**src/rtl/i2c_pkg.sv**
```systemverilog
// Shared definitions for the I2C target: FSM state encoding and
// the bus-level constants for ACK/NACK and the R/W bit.
package i2c_pkg;

    typedef enum logic [2:0] {
        ST_IDLE      = 3'd0,
        ST_ADDR      = 3'd1,
        ST_ADDR_ACK  = 3'd2,
        ST_WR_DATA   = 3'd3,
        ST_WR_ACK    = 3'd4,
        ST_RD_DATA   = 3'd5,
        ST_RD_ACK    = 3'd6,
        ST_WAIT_STOP = 3'd7
    } i2c_state_e;

    localparam logic I2C_ACK  = 1'b0;
    localparam logic I2C_NACK = 1'b1;
    localparam logic RW_READ  = 1'b1;

    // General call (address 0) is never acknowledged.
    function automatic logic addr_hit(input logic [6:0] addr,
                                      input logic [6:0] own);
        return (addr == own) && (addr != 7'd0);
    endfunction

endpackage

```
**src/rtl/i2c_line_sync.sv**
```systemverilog
// Synchroniser and event detector for the SCL/SDA pair.
// Ports: clock, arstn; scl_i/sda_i async bus levels; sda = synced SDA;
// scl_rise/scl_fall, start_cond/stop_cond = single-cycle events.
module i2c_line_sync #(
    parameter int SYNC_STAGES = 2
) (
    input  logic clock,
    input  logic arstn,
    input  logic scl_i,
    input  logic sda_i,
    output logic sda,
    output logic scl_rise,
    output logic scl_fall,
    output logic start_cond,
    output logic stop_cond
);

    logic [SYNC_STAGES-1:0] scl_sync;
    logic [SYNC_STAGES-1:0] sda_sync;
    logic                   scl_prev;
    logic                   sda_prev;
    logic                   scl;

    // Flops reset high so an idle bus produces no spurious edge.
    always_ff @(posedge clock or negedge arstn) begin
        if (!arstn) begin
            scl_sync <= '1;
            sda_sync <= '1;
            scl_prev <= 1'b1;
            sda_prev <= 1'b1;
        end else begin
            scl_sync <= {scl_sync[SYNC_STAGES-2:0], scl_i};
            sda_sync <= {sda_sync[SYNC_STAGES-2:0], sda_i};
            scl_prev <= scl_sync[SYNC_STAGES-1];
            sda_prev <= sda_sync[SYNC_STAGES-1];
        end
    end

    assign scl = scl_sync[SYNC_STAGES-1];
    assign sda = sda_sync[SYNC_STAGES-1];

    assign scl_rise = scl & ~scl_prev;
    assign scl_fall = ~scl & scl_prev;

    // SDA moving while SCL stays high is always a bus condition.
    assign start_cond = scl & scl_prev & sda_prev & ~sda;
    assign stop_cond  = scl & scl_prev & ~sda_prev & sda;

endmodule

```
**src/rtl/i2c_target.sv**
```systemverilog
// 7-bit address I2C target, oversampled on the system clock.
// Ports: clock, arstn; scl_i/sda_i bus in; sda_oe pull-low; rx_data/
// rx_valid write bytes; tx_req/tx_data read bytes; start_det/stop_det/busy.
module i2c_target
    import i2c_pkg::*;
#(
    parameter logic [6:0] TARGET_ADDR = 7'h50,
    parameter int         SYNC_STAGES = 2
) (
    input  logic       clock,
    input  logic       arstn,
    input  logic       scl_i,
    input  logic       sda_i,
    output logic       sda_oe,
    output logic [7:0] rx_data,
    output logic       rx_valid,
    output logic       tx_req,
    input  logic [7:0] tx_data,
    output logic       start_det,
    output logic       stop_det,
    output logic       busy
);

    logic       sda;
    logic       scl_rise;
    logic       scl_fall;
    logic       start_cond;
    logic       stop_cond;

    i2c_state_e state;
    logic [2:0] bit_cnt;
    logic [7:0] shreg;
    logic       rw;
    // Set on the 8th rise of a byte, or on a sampled ACK in RD_ACK;
    // the following SCL fall acts on it.
    logic       pend;

    i2c_line_sync #(
        .SYNC_STAGES(SYNC_STAGES)
    ) u_sync (
        .clock     (clock),
        .arstn     (arstn),
        .scl_i     (scl_i),
        .sda_i     (sda_i),
        .sda       (sda),
        .scl_rise  (scl_rise),
        .scl_fall  (scl_fall),
        .start_cond(start_cond),
        .stop_cond (stop_cond)
    );

    always_ff @(posedge clock or negedge arstn) begin
        if (!arstn) begin
            state     <= ST_IDLE;
            bit_cnt   <= 3'd0;
            shreg     <= 8'd0;
            rw        <= 1'b0;
            pend      <= 1'b0;
            sda_oe    <= 1'b0;
            rx_data   <= 8'd0;
            rx_valid  <= 1'b0;
            tx_req    <= 1'b0;
            start_det <= 1'b0;
            stop_det  <= 1'b0;
            busy      <= 1'b0;
        end else begin
            rx_valid  <= 1'b0;
            tx_req    <= 1'b0;
            start_det <= 1'b0;
            stop_det  <= 1'b0;
            if (start_cond) begin
                state     <= ST_ADDR;
                bit_cnt   <= 3'd0;
                pend      <= 1'b0;
                sda_oe    <= 1'b0;
                start_det <= 1'b1;
                busy      <= 1'b1;
            end else if (stop_cond) begin
                state    <= ST_IDLE;
                bit_cnt  <= 3'd0;
                pend     <= 1'b0;
                sda_oe   <= 1'b0;
                stop_det <= 1'b1;
                busy     <= 1'b0;
            end else begin
                unique case (state)
                    ST_IDLE: begin
                        sda_oe <= 1'b0;
                    end
                    ST_ADDR, ST_WR_DATA: begin
                        if (scl_rise) begin
                            shreg   <= {shreg[6:0], sda};
                            bit_cnt <= bit_cnt + 3'd1;
                            if (bit_cnt == 3'd7)
                                pend <= 1'b1;
                        end else if (scl_fall && pend) begin
                            pend    <= 1'b0;
                            bit_cnt <= 3'd0;
                            if (state == ST_WR_DATA) begin
                                rx_data  <= shreg;
                                rx_valid <= 1'b1;
                                sda_oe   <= 1'b1;
                                state    <= ST_WR_ACK;
                            end else if (addr_hit(shreg[7:1], TARGET_ADDR)) begin
                                rw     <= shreg[0];
                                sda_oe <= 1'b1;
                                tx_req <= (shreg[0] == RW_READ);
                                state  <= ST_ADDR_ACK;
                            end else begin
                                state <= ST_WAIT_STOP;
                            end
                        end
                    end
                    ST_ADDR_ACK: begin
                        if (scl_fall) begin
                            bit_cnt <= 3'd0;
                            if (rw == RW_READ) begin
                                shreg  <= tx_data;
                                sda_oe <= ~tx_data[7];
                                state  <= ST_RD_DATA;
                            end else begin
                                sda_oe <= 1'b0;
                                state  <= ST_WR_DATA;
                            end
                        end
                    end
                    ST_WR_ACK: begin
                        if (scl_fall) begin
                            sda_oe <= 1'b0;
                            state  <= ST_WR_DATA;
                        end
                    end
                    ST_RD_DATA: begin
                        if (scl_rise) begin
                            bit_cnt <= bit_cnt + 3'd1;
                            if (bit_cnt == 3'd7)
                                pend <= 1'b1;
                        end else if (scl_fall) begin
                            if (pend) begin
                                pend    <= 1'b0;
                                bit_cnt <= 3'd0;
                                sda_oe  <= 1'b0;
                                state   <= ST_RD_ACK;
                            end else begin
                                shreg  <= {shreg[6:0], 1'b0};
                                sda_oe <= ~shreg[6];
                            end
                        end
                    end
                    ST_RD_ACK: begin
                        if (scl_rise) begin
                            if (sda == I2C_ACK) begin
                                pend   <= 1'b1;
                                tx_req <= 1'b1;
                            end else begin
                                state <= ST_WAIT_STOP;
                            end
                        end else if (scl_fall && pend) begin
                            pend    <= 1'b0;
                            bit_cnt <= 3'd0;
                            shreg   <= tx_data;
                            sda_oe  <= ~tx_data[7];
                            state   <= ST_RD_DATA;
                        end
                    end
                    ST_WAIT_STOP: begin
                        sda_oe <= 1'b0;
                        pend   <= 1'b0;
                    end
                    default: begin
                        state  <= ST_IDLE;
                        sda_oe <= 1'b0;
                    end
                endcase
            end
        end
    end

endmodule

```
**config.mk**
```make
export PLATFORM = sky130hd
export DESIGN_NAME = i2c_target
export DESIGN_NICKNAME = d
export VERILOG_FILES = /design/src/rtl/i2c_pkg.sv /design/src/rtl/i2c_line_sync.sv /design/src/rtl/i2c_target.sv
export SDC_FILE = /design/constraint.sdc
export NUM_CORES = 1
export LEC_CHECK = 0
export CAP_MARGIN = 0
export CORE_MARGIN = 8
export CORE_UTILIZATION = 45
export CTS_CLUSTER_SIZE = 25
export DETAILED_ROUTE_END_ITERATION = 8
export PLACE_DENSITY = 0.69
export SLEW_MARGIN = 10
export SYNTH_ARGS = -nofsm -noshare
export SYNTH_HDL_FRONTEND = slang
export SYNTH_HIERARCHICAL = 1
export SYNTH_SLANG_ARGS = --single-unit
```
**constraint.sdc**
```tcl
create_clock -name clock -period 2.84 [get_ports clock]
set_input_delay 0.568 -clock clock [delete_from_list [all_inputs] [get_ports clock]]
set_output_delay 0.568 -clock clock [all_outputs]
set_load 0.01 [all_outputs]
```
After elaboration in Yosys (flattened, before gate mapping)
Cells that the tools add are included.

Input bits: 12. Register bits: 36. Word-level logic and storage cells: 163. Output and inout port bits: 14.

Add/subtract/negate cells: 1. Equal/unequal tests: 32. Mux-type cells: 79. Reduce and logical (&&, ||, !) cells: 18. Bitwise operators: 17.

Operators by type and width (count): 3-bit two-way mux (24); 8-bit two-way mux (8); 1-bit two-way mux (41); 4-bit inequality test, second input constant (9); 8-bit one-hot mux with 4 select lines (1); 5-bit inequality test, second input constant (5); 2-bit inequality test, second input constant (8); 3-bit == test, second input constant (5); 3-bit one-hot mux with 5 select lines (1); 7-bit nonzero test (2); 3-bit one-hot mux with 4 select lines (1); 6-bit nonzero test (2); 11-bit AND reduction (1); 1-bit NOT (10); 10-bit AND reduction (1); 9-bit AND reduction (1); 1-bit bitwise AND (7); 7-bit == test, second input constant (1); 7-bit AND reduction (1); 3-bit by 2-bit == test with 1-bit output, second input constant (2); 1-bit one-hot mux with 6 select lines (1); 6-bit AND reduction (1); 5-bit by 4-bit inequality test with 1-bit output, second input constant (1); 5-bit AND reduction (1); other kinds (10) (12).

Depth between registers and ports, before layout
Depth in word-level cells: 9. Mapped depth: 7. Depth with buffers taken out: 6.

Hierarchy
Netlist, hierarchy kept.

Modules (own cells, without submodules): i2c_target (times used 1, sequential area each 750.7 µm², area each 1709.1 µm², cells each 168); i2c_line_sync (times used 1, sequential area each 157.7 µm², area each 190.2 µm², cells each 10).

Least setup slack after synthesis
No wires, ideal clock.

Path type: reg2reg. Start point: register u_sync.scl_sync[1]. End point: register state[1]. Slack: 780 ps. Buffers on the path: 1. Arrival: 1932 ps. Stages on the path, launching flop included: 8. Setup time: 127 ps. Cells stage by stage: dfstp_2 -> and4b_1 -> or2_1 -> buf_2 -> nor2_1 -> a221oi_2 -> o211a_4 -> mux2_1.

Word-level cells in the longest chain between the ends: 5. Elaborated cells between the ends (all ways): 24. Those cells by class: eq/ne: 9; mux: 4; bitwise: 8; reduce/logical: 3.

RTL lines: start: declaration (line i2c_line_sync.sv:18) `logic [SYNC_STAGES-1:0] scl_sync;`; start signal: assignment (line i2c_line_sync.sv:32) `scl_sync <= {scl_sync[SYNC_STAGES-2:0], scl_i};`; 1-bit bitwise AND * (3 in a row) (line i2c_line_sync.sv:46) `assign start_cond = scl & scl_prev & sda_prev & ~sda;`; via start_cond (line i2c_target.sv:27) `logic start_cond;`; 5-bit by 4-bit inequality test with 1-bit output (no line), or another cell as far along; 10-bit AND reduction (no line); end signal: assignment (line i2c_target.sv:54) `state <= ST_IDLE;`; end signal: assignment (line i2c_target.sv:72) `state <= ST_ADDR;`; end signal: assignment (line i2c_target.sv:79) `state <= ST_IDLE;`; end: declaration (line i2c_target.sv:30) `i2c_state_e state;`.

Mark *: on every way through the listed nets, which the timed path passes. The rest lies on a longest branch. A chain may end at the register's enable or synchronous reset.

Worst setup path after layout
Start point: register u_sync.sda_sync[1]. End point: register rx_data[4].

Word-level cells in the longest chain between the ends: 4. Elaborated cells between the ends (all ways): 6. Those cells by class: bitwise: 5; reduce/logical: 1.

RTL lines: start: declaration (line i2c_line_sync.sv:19) `logic [SYNC_STAGES-1:0] sda_sync;`; start signal: assignment (line i2c_line_sync.sv:33) `sda_sync <= {sda_sync[SYNC_STAGES-2:0], sda_i};`; 1-bit NOT (line i2c_line_sync.sv:46); 1-bit bitwise AND (line i2c_line_sync.sv:46); via start_cond (line i2c_target.sv:27); 1-bit NOT (no line); 6-bit AND reduction (no line); end signal: assignment (line i2c_target.sv:100) `rx_data <= shreg;`; end: declaration (line i2c_target.sv:15) `output logic [7:0] rx_data,`.

The timed path passes the listed nets, and every way through them passes these cells.

==> run_results.csv <==
group,metric,value,unit
outcome,status,"completed",
synthesis,ys_seq_area_share,47.8,%
clocking,h-tree-depth,2,
placed_design,place_inst,248,
power,irDropWorstVdd,0.000400,V
power,p_switching,0.736,mW
final_layout,area_growth,20.1,%
die,fp.dieH,81.0,microns
hold_path,worstHoldEndpoint,"u_sync/scl_sync[1]",
hold_path,hp-start,"u_sync/scl_sync[0]",
power,power_frac_comb,41.9,%
timing,finClkSkew,5.58,ps
drt,viasPerCell,5.66,
critical_path,path_cells,"and4b_1 -> nor2_2 -> and3_4 -> nand2_1 -> nor2_4 -> mux2_2",
critical_path,cp.required,3010,ps
clocking,clock_sinks,36,
grt,antenna_found_initial,0,
die,die_w,81.0,microns
final_layout,finalNetCount,219,
grt,grt_usage,14.1,%
final_layout,fillers,367,
critical_path,max_stage_delay,600,ps
synthesis,synthesis.nets,192,
critical_path,slowest_stage,"dfstp_2",
clocking,clk_latency,280,ps
timing,post-route-min-period,2260,ps
timing,finalHoldViolations,0,
placed_design,placed_cell_area,2200,sq um
drt,drt_first_iter_violations,147,
timing,tightest_slew,691,ps
die,io_pins,26,
critical_path,cp_top_family,"simple AND/OR/NAND/NOR gates",
synthesis,ys_types,54,
placed_design,port_buffers,25,
clocking,clk_pin_slew,70,ps
drt,antenna_left,0,
clocking,root_buffer,"clkbuf_8",
synthesis,syn_area,1900,sq um
final_layout,fin_cells,255,
clocking,cts_tree,"done",
drt,drc,0,
clocking,clock_path_buffers,2,
final_layout,fin_util,56.6,%
critical_path,timing.rr.start,"u_sync/sda_sync[1]",
placed_design,gp_congestion,0.968,
die,design.die.area,6560,sq um
drt,firstDrtPassIters,4,
critical_path,startpoint_type,"flop",
hold_path,min_path_cells,0,
synthesis,syn-instance-count,178,
final_layout,n_antenna_cell,0,
flow_run,maxCapViolCount,0,
critical_path,crit_cells,6,
synthesis,synth.avg_cell_area,10.7,sq um
critical_path,reg2reg_slack,580,ps
clocking,hold_buffers,0,
die,num_rows,23,
synthesis,ys_ff_latch,36,
drt,wl_per_cell,16.9,microns
timing,rsz0062_at_grt,"no",
critical_path,cp_max_fo,9,
grt,overflow,0,
power,p_seq_share,40.4,%
timing,drv_slew,0,
critical_path,end_kind,"flop",
die,initial_core_util,47.1,%
synthesis,ys.warnings.count,6,
final_layout,postLayoutCellArea,2280,sq um
die,coreArea,4030,sq um
critical_path,r2r_cells,6,
clocking,cts.repair.resized,0,
power,power_density,852,nW/um^2
placed_design,dp_hpwl,3110,microns
timing,timing.fmax,442,MHz
critical_path,cp_num_buf_inv,0,
grt,grt_pass1_wl,7190,microns
grt,grt_pass1_vias,1479,
critical_path,crit_arrival,2430,ps
hold_path,hold_class,"reg2reg",
power,intPower,1.21,mW
timing,slew_headroom,53.9,%
drt,routed_wl,4300,microns
timing,finalSetupViolations,0,
timing,finalCritPeriodShare,79.7,%
power,p_leak,1.01,nW
grt,grt_max_degree,37,
critical_path,path_class,"reg2reg",
drt,vias,1443,
final_layout,drive_above_1_share,22.9,%
clocking,cts_made_buffers,5,
power,p_clk_share,17.6,%
timing,tns,0,ps
clocking,post-cts-setup-buffers,0,
critical_path,r2r_end,"rx_data[4]",
power,swShare,37.9,%
-- registers in the layout, summed over array words and instances (netlist names) --
register and count:
rw 1, busy 1, bit_cnt 3, tx_req 1, u_sync/scl_prev 1, pend 1, start_det 1, sda_oe 1
u_sync/sda_sync 2, u_sync/sda_prev 1, shreg 8, state 3, rx_data 8, stop_det 1, rx_valid 1, u_sync/scl_sync 2
-- worst register-to-register path: stages, from the launching register on --
cell and delay (ps):
dfstp_2 600, and4b_1 280, nor2_2 290, and3_4 250
nand2_1 90, nor2_4 270, mux2_2 380
-- Yosys cell counts (all sizes together) --
cell type	instances	share of area (%)
a2111oi	1	0.46
a211oi	1	0.40
a21o	2	0.79
a21oi	4	1.1
a221oi	1	0.79
a22o	2	0.92
a22oi	1	0.40
a31oi	3	0.99
a32oi	2	1.3
and3	2	0.92
and4	2	0.92
and4b	2	1.1
buf	8	2.2
clkbuf	3	0.59
dfrtp	30	40
dfstp	6	8.3
ha	2	1.3
inv	5	0.99
mux2	20	12
nand2	33	6.9
nand2b	4	1.7
nand3	3	0.79
nand4b	1	0.46
nor2	10	2.9
nor2b	3	0.99
nor3	2	0.53
nor3b	1	0.40
nor4	2	1.4
o211a	1	0.92
o211ai	1	0.40
o21ai	7	1.8
o22a	1	0.46
o22ai	3	0.99
o2bb2ai	1	0.46
o311ai	1	0.46
o31ai	1	0.40
o32a	1	0.53
o32ai	1	0.46
or2	1	0.33
or3	2	0.92
xor2	1	0.46
-- kinds of logic after synthesis --
| group | count (synthesis) | synth area share (%) |
|---|---|---|
| simple gates | 68 | 20.3 |
| flops | 36 | 47.8 |
| fa+ha+maj | 2 | 1.32 |
| mux | 20 | 12.3 |
| compound gates | 35 | 14.0 |
| buf+inv | 16 | 3.82 |
| xor+xnor | 1 | 0.461 |
-- cell usage in the layout, fill, tap and decap left out, drive strengths merged, types with 3 or more instances in the layout --
cell type / Yosys / final
buf: 8 / 6
clkbuf: 3 / 6
mux2: 20 / 20
o22ai: 3 / 3
nand2: 33 / 33
dfstp: 6 / 6
inv: 5 / 5
a31oi: 3 / 3
nand3: 3 / 3
dfrtp: 30 / 30
a21oi: 4 / 4
clkdlybuf4s50: 0 / 25
nor2b: 3 / 3
nor2: 10 / 10
nand2b: 4 / 4
o21ai: 7 / 7
-- cell type report --
type                    count  area (sq um)  share of cell area, %
clock inverters             1          5.00                  0.219
inverters                   5          18.8                  0.823
repair buffers             31           295                   12.9
clock buffers               6          72.6                   3.18
multi-input cells         126           918                   40.3
well taps                  50          62.6                   2.74
flip-flops and latches     36           908                   39.8
-- stage by stage --
| step | hold slack [ps] | setup WS, ps | total power, mW |
|---|---|---|---|
| global placement | 347 | 634 | 1.59 |
| floorplan | 272 | 780 | 1.39 |
| CTS | 358 | 584 | 1.97 |
| detailed placement | 349 | 604 | 1.61 |
| global route | 356 | 479 | 2.08 |
| finish | 356 | 578 | 1.94 |
-- how the worst max path moves through the flow --
stage | startpoint | slack, ps | endpoint
6_report | u_sync/sda_sync[1] | 580 | rx_data[4]
5_1_grt | u_sync/sda_sync[1] | 480 | rx_data[4]
4_1_cts | u_sync/sda_sync[1] | 580 | rx_data[4]
3_5_place_dp | u_sync/sda_sync[1] | 600 | rx_data[4]
3_3_place_gp | u_sync/scl_prev | 630 | state[1]
2_1_floorplan | u_sync/scl_sync[1] | 780 | state[1]
-- layer usage --
| layer | global-route usage [%] | routed length, microns | vias up |
|---|---|---|---|
| met2 | 22.9 | 2200 | 44 |
| met1 | 16.1 | 1810 | 694 |
| met3 | 3.97 | 161 | 14 |
| li1 | - | - | 691 |
| met5 | 0 | 0 | - |
| met4 | 8.75 | 132 | 0 |
-- power groups by stage --
stage          combinational, mW  sequential (mW)  clock (mW)
3_5_place_dp               0.818            0.794           0
5_1_grt                    0.894            0.806       0.378
2_1_floorplan              0.678            0.710           0
3_3_place_gp               0.800            0.788           0
6_report                   0.815            0.786       0.343
4_1_cts                    0.821            0.786       0.358
Power figures use the tool's default switching activity.
==> RTL change, RTL diff (config.mk and constraints unchanged) <==
The 8 states of `i2c_state_e` get a one-hot encoding in 8 bits.
--- a/src/rtl/i2c_pkg.sv
+++ b/src/rtl/i2c_pkg.sv
@@ -4,11 +4,11 @@
 
-    typedef enum logic [2:0] {
-        ST_IDLE      = 3'd0,
-        ST_ADDR      = 3'd1,
-        ST_ADDR_ACK  = 3'd2,
-        ST_WR_DATA   = 3'd3,
-        ST_WR_ACK    = 3'd4,
-        ST_RD_DATA   = 3'd5,
-        ST_RD_ACK    = 3'd6,
-        ST_WAIT_STOP = 3'd7
+    typedef enum logic [7:0] {
+        ST_IDLE      = 8'b00000001,
+        ST_ADDR      = 8'b00000010,
+        ST_ADDR_ACK  = 8'b00000100,
+        ST_WR_DATA   = 8'b00001000,
+        ST_WR_ACK    = 8'b00010000,
+        ST_RD_DATA   = 8'b00100000,
+        ST_RD_ACK    = 8'b01000000,
+        ST_WAIT_STOP = 8'b10000000
     } i2c_state_e;
Function: no difference found for any inputs over 10 cycles, from zero or initial values and one cycle with arstn low; not proved beyond that.
==> RTL change against the original RTL <==
  * Sequential cell count up 5
  * Synthesized area is 24% higher
  * Setup slack got worse by 0.17 ns
  * Worst hold slack better by 0.0044 ns
  * First-iteration DRC count stayed put
  * Design area up 20%
  * Routed wire length grew 24%
  * Critical endpoint is now state[0]$_DFFE_PN1P_
Power is not compared: it rests on default switching activity, and its combinational part moved more than twofold at a synthesized area within 25%.
==> RTL change: results (changes against the original RTL) <==
.. list-table::
   :header-rows: 1

   * - Metric
     - Value
   * - Dpl cells
     - 311 (+25%)
   * - Global-route track usage on met1
     - 21.3% (+5.2 points)
   * - Via density per instance
     - 5.67 (+0.16%)
   * - Proportion of layout cells with a drive suffix above 1
     - 19.7% (-3.2 points)
   * - Total length of routed wires
     - 5340 microns (+24%)
   * - Clock H-tree levels
     - 2 (unchanged)
   * - Status
     - finished, final reports clean
   * - Proportion of synthesized flip-flops having asynchronous set or reset
     - 100% (unchanged)
   * - GRT met2 Usage
     - 21.6% (-1.3 points)
   * - Number of global-route vias before repair
     - 1771 (+20%)
   * - Initial antenna violation count
     - 0 (unchanged)
   * - Highest layer used for signal routing
     - met4
   * - Netlist cell types
     - 61 (+13%)
   * - Sequential share of power
     - 48.1%
   * - All-layer global routing usage
     - 14.8% (+0.69 points)
   * - Dpl hpwl
     - 3930 microns (+27%)
   * - Post-synth top cells
     - dfrtp_1, nand2_1, o21ai_0, nand3_1
   * - Synth top area cells
     - dfrtp_1, dfstp_2, mux2_2
   * - Post-CTS setup buffer count
     - 0 (unchanged)
   * - Most repeated cell in the gate-level netlist after synthesis
     - dfrtp_1
   * - Hold WC Path Type
     - reg -> reg
   * - First-pass GRT wire length
     - 9160 microns (+27%)
   * - Average instance area after synthesis
     - 10.4 sq um (-2.7%)
   * - Total met3 wirelength after detailed routing
     - 235 microns (+46%)
   * - Post-detailed-route wirelength per cell
     - 16.8 microns (-0.61%)
   * - Antenna diode instance count
     - 0 (unchanged)
   * - Max incr delay on CP
     - 0.59 ns
   * - Crit-path slowest cell
     - a2111oi_1
   * - Clock edge transition at the registers on the reported setup and hold paths
     - 0.08 ns
   * - Initial DRC count
     - 147 (unchanged)
   * - Max-cap violation count
     - 0 (unchanged)
   * - Proportion of power drawn by combinational gates
     - a little under a fifth
   * - Skew-Pair Late Insertion Delay
     - 0.30 ns (+0.02 ns)
   * - Layout net count
     - 262 (+20%)
   * - Power Internal
     - 0.00106 W
   * - Static Leakage
     - 1.20 nW
   * - Met1 wire length
     - 2620 microns (+45%)
   * - Delay-heaviest family, CP
     - compound AO/OA/AOI/OAI gates
   * - Final sum of negative setup slack
     - 0 ns (unchanged)
   * - Global-route track usage on met3
     - 3.16% (-0.82 points)
   * - Slew at the pin with the worst max-slew slack
     - 0.956 ns (+0.265 ns)
   * - Skew final
     - 0.00610 ns (+0.000523 ns)
   * - Maximum net fanout on the critical path
     - 7 (-2)
   * - Synth warn
     - 6 (unchanged)
   * - Mapped Nets
     - 240 (+25%)
   * - Count of instances resized after the clock tree is built
     - 0 (unchanged)
   * - Largest registers
     - rx_data x8, shreg x8, state x8
   * - CP arrival
     - 2.66 ns (+0.23 ns)
   * - Met2 routed wirelength
     - 2400 microns (+9.2%)
   * - GP Congestion
     - 0.946 (-2.3%)
   * - CTS max path bufs
     - 2 (unchanged)
   * - Peak VDD IR
     - 0.000304 V
   * - Final-report hold violation count
     - 0 (unchanged)
   * - Register area share after synthesis
     - 44.1% (-3.7 points)
   * - Largest net degree at the start of global routing
     - 42 (+14%)
## RTL change: cell count changes after synthesis, sizes merged, moves of 5 or more
cell / delta
mux2: -9
nand2: -12
mux2i: +8
inv: +5
nand3: +10
o21ai: +15
## RTL change: cell type report
type / instances / area (sq um)
Fill cell: 467 / 2350
Multi-Input combinational cell: 162 / 1180
Sequential cell: 41 / 1030
Timing Repair Buffer: 28 / 268
Tap cell: 70 / 87.6
Clock buffer: 6 / 82.6
Clock inverter: 2 / 37.5
Inverter: 10 / 37.5
## RTL change: final timing paths
path                       cells past startpoint                      endpoint  slack, ns                    startpoint
max in group asynchronous                      1          state[1]$_DFFE_PN0P_       1.88                         arstn
min                                            0  u_sync/sda_sync[1]$_DFF_PN1_       0.36  u_sync/sda_sync[0]$_DFF_PN1_
max                                            7          state[0]$_DFFE_PN1P_       0.41  u_sync/scl_sync[1]$_DFF_PN1_
max reg2reg                                    7          state[0]$_DFFE_PN1P_       0.41  u_sync/scl_sync[1]$_DFF_PN1_
min in group asynchronous                      1          state[3]$_DFFE_PN0P_       0.40                         arstn
min reg2reg                                    0  u_sync/sda_sync[1]$_DFF_PN1_       0.36  u_sync/sda_sync[0]$_DFF_PN1_
## RTL change: kinds of logic after synthesis
logic type	share of synthesized area, %
muxes	8.85
buffers and inverters	5.60
and+or+nand+nor	22.5
DFF	44.1
AOI/OAI and AO/OA	17.2
adders and majority gates	1.07
xor gates and xnor gates	0.746
## RTL change: metrics by stage
stage	area, sq um	setup WS [ns]	power, W	utilization, %	hold WS (ns)
CTS	2730	0.441	0.00149	53.8	0.363
finish	2730	0.406	0.00148	53.8	0.361
detailed placement	2610	0.453	0.00100	51.4	0.351
floorplan	2350	0.722	0.000927	-	0.272
global placement	2610	0.462	0.000999	51.4	0.346
global route	2730	0.314	0.00156	53.8	0.367
